`config.mk`:
```
export PLATFORM = sky130hd
export DESIGN_NAME = lfsr_run_ctrl_flat
export DESIGN_NICKNAME = d
export VERILOG_FILES = /design/src/rtl/lfsr_run_if.sv /design/src/rtl/lfsr_run_ctrl.sv /design/src/flat_wrapper.sv
export SDC_FILE = /design/constraint.sdc
export NUM_CORES = 1
export LEC_CHECK = 0
export ABC_AREA = 0
export CORE_MARGIN = 5
export CORE_UTILIZATION = 51
export DETAILED_ROUTE_END_ITERATION = 10
export PLACE_DENSITY = 0.8
export SLEW_MARGIN = 20
export SYNTH_ARGS = -nofsm -noshare
export SYNTH_HDL_FRONTEND = slang
export SYNTH_SLANG_ARGS = --single-unit
```
`constraint.sdc`:
```
create_clock -name clk -period 4.07 [get_ports clk]
set_input_delay 0.6105 -clock clk [delete_from_list [all_inputs] [get_ports clk]]
set_output_delay 0.6105 -clock clk [all_outputs]
set_load 0.03 [all_outputs]
```
`src/rtl/lfsr_run_if.sv`:
```
// Handshake/data bundle between the LFSR run controller and its LFSR, bit counter and host.
// The master side drives run requests and tallies; the slave side is the controller.
interface lfsr_run_if #(parameter int W = 16);
    logic         start;
    logic         abort;
    logic [W-1:0] seed;
    logic [W-1:0] run_len;
    logic [W-1:0] thresh;
    logic [W-1:0] ones;
    logic [W-1:0] zeros;
    logic [W-1:0] lfsr_q;
    logic         cnt_clr;
    logic         lfsr_load;
    logic [W-1:0] seed_out;
    logic         sh_en;
    logic         busy;
    logic         done;
    logic [W:0]   total;
    logic [W-1:0] diff;
    logic         pass;
    logic [W-1:0] period;
    logic         period_hit;

    modport master (
        output start, abort, seed, run_len, thresh, ones, zeros, lfsr_q,
        input  cnt_clr, lfsr_load, seed_out, sh_en, busy, done,
               total, diff, pass, period, period_hit
    );

    modport slave (
        input  start, abort, seed, run_len, thresh, ones, zeros, lfsr_q,
        output cnt_clr, lfsr_load, seed_out, sh_en, busy, done,
               total, diff, pass, period, period_hit
    );
endinterface

```
`src/rtl/lfsr_run_ctrl.sv`:
```
// LFSR test-run controller: clears the counter, loads the seed, shifts run_len times and grades balance.
// Optional period detection is built only when LFSR_RUN_PERIOD_CHECK_EN is defined.
module lfsr_run_ctrl #(
    parameter int W = 16
) (
    input  logic       clk,
    input  logic       reset,
    lfsr_run_if.slave  bus
);

    typedef enum logic [2:0] {
        S_IDLE,
        S_CLEAR,
        S_LOAD,
        S_RUN,
        S_SETTLE,
        S_DONE
    } state_t;

    state_t       r_state;
    logic [W-1:0] r_seed;
    logic [W-1:0] r_len;
    logic [W-1:0] r_thresh;
    logic [W-1:0] r_cnt;
    logic         r_cnt_clr;
    logic         r_lfsr_load;
    logic         r_sh_en;
    logic         r_busy;
    logic         r_done;
    logic [W:0]   r_total;
    logic [W-1:0] r_diff;
    logic         r_pass;

    logic [W:0]   w_total;
    logic [W-1:0] w_diff;

    function automatic logic [W-1:0] abs_diff(input logic [W-1:0] a, input logic [W-1:0] b);
        return (a >= b) ? (a - b) : (b - a);
    endfunction

    function automatic logic [W:0] sum_ext(input logic [W-1:0] a, input logic [W-1:0] b);
        return {1'b0, a} + {1'b0, b};
    endfunction

    assign w_total = sum_ext(bus.ones, bus.zeros);
    assign w_diff  = abs_diff(bus.ones, bus.zeros);

    always_ff @(posedge clk or posedge reset) begin
        if (reset) begin
            r_state     <= S_IDLE;
            r_seed      <= '0;
            r_len       <= '0;
            r_thresh    <= '0;
            r_cnt       <= '0;
            r_cnt_clr   <= 1'b0;
            r_lfsr_load <= 1'b0;
            r_sh_en     <= 1'b0;
            r_busy      <= 1'b0;
            r_done      <= 1'b0;
            r_total     <= '0;
            r_diff      <= '0;
            r_pass      <= 1'b0;
        end else begin
            r_cnt_clr   <= 1'b0;
            r_lfsr_load <= 1'b0;
            r_done      <= 1'b0;
            // Abort wins over every transition, including result capture in SETTLE.
            if (r_state != S_IDLE && bus.abort) begin
                r_state <= S_IDLE;
                r_sh_en <= 1'b0;
                r_busy  <= 1'b0;
            end else begin
                case (r_state)
                    S_IDLE: begin
                        if (bus.start && !bus.abort) begin
                            r_seed    <= bus.seed;
                            r_len     <= bus.run_len;
                            r_thresh  <= bus.thresh;
                            r_state   <= S_CLEAR;
                            r_cnt_clr <= 1'b1;
                            r_busy    <= 1'b1;
                        end
                    end
                    S_CLEAR: begin
                        r_state     <= S_LOAD;
                        r_lfsr_load <= 1'b1;
                    end
                    S_LOAD: begin
                        if (r_len != '0) begin
                            r_state <= S_RUN;
                            r_sh_en <= 1'b1;
                            r_cnt   <= r_len;
                        end else begin
                            r_state <= S_SETTLE;
                        end
                    end
                    S_RUN: begin
                        // Exit on 1 rather than 0 so run_len = all-ones never wraps.
                        if (r_cnt == W'(1)) begin
                            r_state <= S_SETTLE;
                            r_sh_en <= 1'b0;
                        end else begin
                            r_cnt <= r_cnt - W'(1);
                        end
                    end
                    S_SETTLE: begin
                        r_state <= S_DONE;
                        r_done  <= 1'b1;
                        r_total <= w_total;
                        r_diff  <= w_diff;
                        r_pass  <= (w_diff <= r_thresh);
                    end
                    S_DONE: begin
                        r_state <= S_IDLE;
                        r_busy  <= 1'b0;
                    end
                    default: begin
                        r_state <= S_IDLE;
                        r_sh_en <= 1'b0;
                        r_busy  <= 1'b0;
                    end
                endcase
            end
        end
    end

`ifdef LFSR_RUN_PERIOD_CHECK_EN
    logic [W-1:0] r_shifts;
    logic [W-1:0] r_period;
    logic         r_period_hit;
    logic         w_seed_match;

    assign w_seed_match = (bus.lfsr_q == r_seed);

    // r_shifts counts shifts already applied, so it equals the period on the first return to the seed.
    always_ff @(posedge clk or posedge reset) begin
        if (reset) begin
            r_shifts     <= '0;
            r_period     <= '0;
            r_period_hit <= 1'b0;
        end else if (r_state == S_CLEAR) begin
            r_shifts     <= '0;
            r_period     <= '0;
            r_period_hit <= 1'b0;
        end else if (r_state == S_RUN) begin
            r_shifts <= r_shifts + W'(1);
            if (!r_period_hit && r_shifts != '0 && w_seed_match) begin
                r_period     <= r_shifts;
                r_period_hit <= 1'b1;
            end
        end
    end

    assign bus.period     = r_period;
    assign bus.period_hit = r_period_hit;
`else
    logic w_unused_lfsr_q;
    assign w_unused_lfsr_q = ^bus.lfsr_q;

    assign bus.period     = '0;
    assign bus.period_hit = 1'b0;
`endif

    assign bus.cnt_clr   = r_cnt_clr;
    assign bus.lfsr_load = r_lfsr_load;
    assign bus.seed_out  = r_seed;
    assign bus.sh_en     = r_sh_en;
    assign bus.busy      = r_busy;
    assign bus.done      = r_done;
    assign bus.total     = r_total;
    assign bus.diff      = r_diff;
    assign bus.pass      = r_pass;

endmodule

```
`src/flat_wrapper.sv`:
```
// flat-port wrapper written by rule: the top's interface ports become plain ports
module lfsr_run_ctrl_flat 
#(
    parameter int W = 16
)
  (clk, reset, bus_start, bus_abort, bus_seed, bus_run_len, bus_thresh, bus_ones, bus_zeros, bus_lfsr_q, bus_cnt_clr, bus_lfsr_load, bus_seed_out, bus_sh_en, bus_busy, bus_done, bus_total, bus_diff, bus_pass, bus_period, bus_period_hit);
  lfsr_run_if #(.W(W)) bus_i ();
  input  logic clk;
  input  logic reset;
  input wire logic [$bits(bus_i.start)-1:0] bus_start;
  input wire logic [$bits(bus_i.abort)-1:0] bus_abort;
  input wire logic [$bits(bus_i.seed)-1:0] bus_seed;
  input wire logic [$bits(bus_i.run_len)-1:0] bus_run_len;
  input wire logic [$bits(bus_i.thresh)-1:0] bus_thresh;
  input wire logic [$bits(bus_i.ones)-1:0] bus_ones;
  input wire logic [$bits(bus_i.zeros)-1:0] bus_zeros;
  input wire logic [$bits(bus_i.lfsr_q)-1:0] bus_lfsr_q;
  output wire logic [$bits(bus_i.cnt_clr)-1:0] bus_cnt_clr;
  output wire logic [$bits(bus_i.lfsr_load)-1:0] bus_lfsr_load;
  output wire logic [$bits(bus_i.seed_out)-1:0] bus_seed_out;
  output wire logic [$bits(bus_i.sh_en)-1:0] bus_sh_en;
  output wire logic [$bits(bus_i.busy)-1:0] bus_busy;
  output wire logic [$bits(bus_i.done)-1:0] bus_done;
  output wire logic [$bits(bus_i.total)-1:0] bus_total;
  output wire logic [$bits(bus_i.diff)-1:0] bus_diff;
  output wire logic [$bits(bus_i.pass)-1:0] bus_pass;
  output wire logic [$bits(bus_i.period)-1:0] bus_period;
  output wire logic [$bits(bus_i.period_hit)-1:0] bus_period_hit;
  assign bus_i.start = bus_start;
  assign bus_i.abort = bus_abort;
  assign bus_i.seed = bus_seed;
  assign bus_i.run_len = bus_run_len;
  assign bus_i.thresh = bus_thresh;
  assign bus_i.ones = bus_ones;
  assign bus_i.zeros = bus_zeros;
  assign bus_i.lfsr_q = bus_lfsr_q;
  assign bus_cnt_clr = bus_i.cnt_clr;
  assign bus_lfsr_load = bus_i.lfsr_load;
  assign bus_seed_out = bus_i.seed_out;
  assign bus_sh_en = bus_i.sh_en;
  assign bus_busy = bus_i.busy;
  assign bus_done = bus_i.done;
  assign bus_total = bus_i.total;
  assign bus_diff = bus_i.diff;
  assign bus_pass = bus_i.pass;
  assign bus_period = bus_i.period;
  assign bus_period_hit = bus_i.period_hit;
  lfsr_run_ctrl #(.W(W)) u_core (.clk(clk), .reset(reset), .bus(bus_i));
endmodule
```
==> results.md <==
- Run status: finished clean
- Part of the power in registers: 36.6%
- Hold Crit Start: u_core.bus.diff[4]
- Vias per cell: 5.34
- Switching power as a share of total power: 36.3%
- Count of yosys warnings during synthesis: 0
- Clock Sink Count: 105
- Port bufs: 138
- Setup Total Neg Slack: 0 ns
- Logic gate share of total power: 39.5%
- Sort of element at the end of the critical path: register
- Die height: 128 microns
- Number of nets with antenna violations after routing: 0
- Count of hold buffers inserted by post-cts repair: 0
- DP HPWL: 14800 microns
- Final cell count without fillers: 1246
- Req. time, crit path: 4.35 ns
- Final routed wirelength across all metal layers: 19600 microns
- Antenna violations before repair: 0
- Library cell with the largest summed area after synthesis: sky130_fd_sc_hd__dfrtp_1
- I/O pin count: 172
- Sum of met2 wire segment lengths after detailed routing: 10100 microns
- H-tree depth reported by CTS: 3
- Data arrival time of the worst path: 4.30 ns
- DP Worst Slack: -0.433 ns
- P_leak: 4.73 nW
- Cell Pwr Density: 396 nW/um^2
- Total die area: 16500 sq um
- DP Area: 9230 sq um
- Most common cell after layout, fill and taps aside: sky130_fd_sc_hd__nand2_1
- EDFF count, synth: 0
- Worst max-slew margin expressed relative to the limit: 44.2%
- Transition at the pin with the smallest max-transition slack: 0.837 ns
- R2r setup slk: 1.29 ns
- Type of the worst min-delay path: register to register
- M1 wire length: 8140 microns
- Critical path launch point type: primary input
- Cell count of the worst reg-to-reg path: 8
- Final critical-path share of the clock period: 98.8%
- Clock latency reported for the late side of the worst-skew pair: 0.36 ns
- Largest buffer count on any clock path: 2
- Mean instance size in the synthesized netlist: 8.35 sq um
- Max Clock Skew: 0.0117 ns
- Final setup violation count: 0
- Total routing resource utilization after global routing: 23.1%
- Netlist area before placement: 7150 sq um
- Number of instances in the synthesized netlist: 856
- Maximum fanout along the worst path: 8
- Yosys cell types: 71
- RR Startpoint: u_core.r_cnt[10]
- Final core utilization: 70.2%
- Clock tree from TritonCTS: built
- Most used flip-flop cell after synthesis: sky130_fd_sc_hd__dfrtp_1
- Average wire per standard cell: 15.7 microns
- Area share of the largest cell type after synthesis: 36.8%
- Internal power: 2.45 mW
- Weighted congestion at the end of routability-driven global placement: 0.889
- Time the worst path needs with I/O delays and setup: 4.02 ns
- Cell Count Post-Placement: 1229
- Clock Pin Slew Worst Setup and Hold Paths: 0.07 ns
- Async S/R FF share, synth: 100%
- Antenna cells: 0
- Number of buffers created by CTS: 9
- Count of final hold-check violations: 0
- Fill cell instance count of the final layout: 1080
- Via count of the first global-routing pass: 6476
- FMAX: 249 MHz
- Reg-to-Reg End: u_core.r_cnt[7]
- Category of the critical setup timing path: primary input to register
- IR Drop Worst-Case VDD: 0.000244 V
- Die X-Extent: 128 microns
- Top library cells by usage in the layout, fill and taps aside: 184 x sky130_fd_sc_hd__nand2_1, 136 x sky130_fd_sc_hd__clkdlybuf4s50_1, 105 x sky130_fd_sc_hd__dfrtp_1
- Part of the power in the clock network: 23.9%
- Number of DRC violations after detailed routing: 0
- Register area share after synthesis: 36.8%
- Yosys reg bits: 105
- Worst hold path endpoint: u_core.bus.diff[4]
- Area added between synthesis and finish: 35.7%
- # rows: 43
- First-pass GRT wire length: 30900 microns
- Starting utilization of the core area: 51.7%
- Area of the core: 13800 sq um
- Via count of the routed design: 6650
- Hold path depth: 2
- Number of violations of the max-capacitance limit: 0
- Setup slack of the critical path after layout: 0.0473 ns
- Post-route cell area: 9700 sq um
- Routed length on met3: 902 microns
- Uppermost layer routed: met4
- 1st-pass router iterations: 5
- Switching component of the power: 1.39 mW
- Max Slew Vio Count: 0
- Pin count of the biggest net entering global routing: 69
- Detailed router's first-iteration violation count: 415
- Total global routing overflow: 0
- Clock root cell: sky130_fd_sc_hd__clkbuf_16
- Fraction of layout instances using a drive strength above 1: 14.6%
- Cells taking the most area after synthesis: sky130_fd_sc_hd__dfrtp_1 37%, sky130_fd_sc_hd__ha_1 11%, sky130_fd_sc_hd__nand2_1 9.7%
- Nets: 1229
## power groups by stage
stage	registers [mW]	logic, mW	clock network [mW]
finish	1.41	1.52	0.918
floorplan	1.50	0.781	0
detailed placement	1.41	1.44	0
global placement	1.41	1.40	0
global route	1.43	1.67	0.973
CTS	1.40	1.46	0.934
## area by class of cell
cell class / instances / area, sq um / area share (%)
tap: 180 / 225 / 2.32
inverter: 66 / 250 / 2.58
sequential: 105 / 2630 / 27.1
timing repair buffer: 236 / 2130 / 22.0
multi-input combinational: 643 / 4150 / 42.8
clock inverter: 5 / 72.6 / 0.748
clock buffer: 11 / 243 / 2.50
## metrics by stage
step | hold slack (ns) | power (mW)
after detailed placement | 0.461 | 2.86
final | 0.473 | 3.84
after floorplan | 0.452 | 2.28
after CTS | 0.479 | 3.79
after global placement | 0.457 | 2.81
after global routing | 0.493 | 4.07
## how the worst max path moves through the flow
stage | startpoint | cells past startpoint | slack, ns | endpoint
2_1_floorplan | bus_zeros[10] | 19 | 0.32 | u_core.bus.pass
3_3_place_gp | bus_zeros[0] | 20 | -0.34 | u_core.bus.pass
3_5_place_dp | bus_zeros[0] | 20 | -0.43 | u_core.bus.pass
4_1_cts | bus_zeros[0] | 20 | 0.02 | u_core.bus.pass
5_1_grt | bus_ones[3] | 18 | -0.12 | u_core.bus.pass
6_report | bus_zeros[3] | 18 | 0.05 | u_core.bus.pass
## cells by family after synthesis
| kind of cell | share of synthesized area, % |
|---|---|
| AOI/OAI and AO/OA | 16.9 |
| xor gates and xnor gates | 3.19 |
| adders and majority gates | 12.2 |
| buffers and inverters | 7.81 |
| DFF | 36.8 |
| muxes | 2.98 |
| other | 0.0525 |
| and+or+nand+nor | 20.1 |
## cells in the mapped netlist (all sizes together) (2+ instances only)
master     n
nand2    184
dfrtp    105
o21ai     67
inv       66
ha        65
nor2      50
a21oi     41
buf       32
clkbuf    26
xnor2     23
a21o      21
nor3      16
nand3     14
a31oi     10
mux2i     10
nor4      10
mux2       9
nand2b     9
a22oi      7
and2       7
nor2b      7
nand4      6
o211ai     6
o21bai     6
o31ai      5
or3        5
nor3b      4
or4        4
a211oi     3
fa         3
xor2       3
a2111oi    2
a211o      2
a21boi     2
a221oi     2
and3       2
and4       2
o21ba      2
o22ai      2
## state kept, by name, summed over array words and instances, names as in the netlist
| signal | count |
|---|---|
| u_core.bus.lfsr_load | 1 |
| u_core.r_cnt | 16 |
| u_core.r_len | 16 |
| u_core.bus.total | 17 |
| u_core.r_state | 3 |
| u_core.r_thresh | 16 |
| u_core.bus.pass | 1 |
| u_core.bus.done | 1 |
| u_core.bus.busy | 1 |
| u_core.bus.sh_en | 1 |
| u_core.bus.diff | 15 |
| u_core.bus.seed_out | 16 |
| u_core.bus.cnt_clr | 1 |
## layer usage
metal  up-vias  track usage (%)
li1       3259                -
met1      3149             28.7
met2       213             41.1
met3        29             4.03
met4         0             6.55
met5         -                0
## worst max-delay path: stages
cell and delay (ns):
sky130_fd_sc_hd__clkdlybuf4s50_1 0.50, sky130_fd_sc_hd__inv_1 0.08, sky130_fd_sc_hd__ha_2 0.34, sky130_fd_sc_hd__a21oi_4 0.21, sky130_fd_sc_hd__nand4_1 0.13, sky130_fd_sc_hd__a41o_1 0.28
sky130_fd_sc_hd__a21o_4 0.22, sky130_fd_sc_hd__buf_8 0.14, sky130_fd_sc_hd__mux2_4 0.30, sky130_fd_sc_hd__a211o_1 0.29, sky130_fd_sc_hd__xor2_2 0.20, sky130_fd_sc_hd__ha_1 0.33
sky130_fd_sc_hd__nand3_2 0.09, sky130_fd_sc_hd__nor2_1 0.10, sky130_fd_sc_hd__nand2_1 0.09, sky130_fd_sc_hd__nor4_2 0.22, sky130_fd_sc_hd__a21oi_1 0.06, sky130_fd_sc_hd__o21ai_1 0.10
## repair_timing
action,4_1_cts,5_1_grt
pin swaps,0,16
setup buffers,0,1
endpoints found under the setup margin,1,1
resized for setup,2,28
No activity file was read; power rests on OpenSTA's default activity.
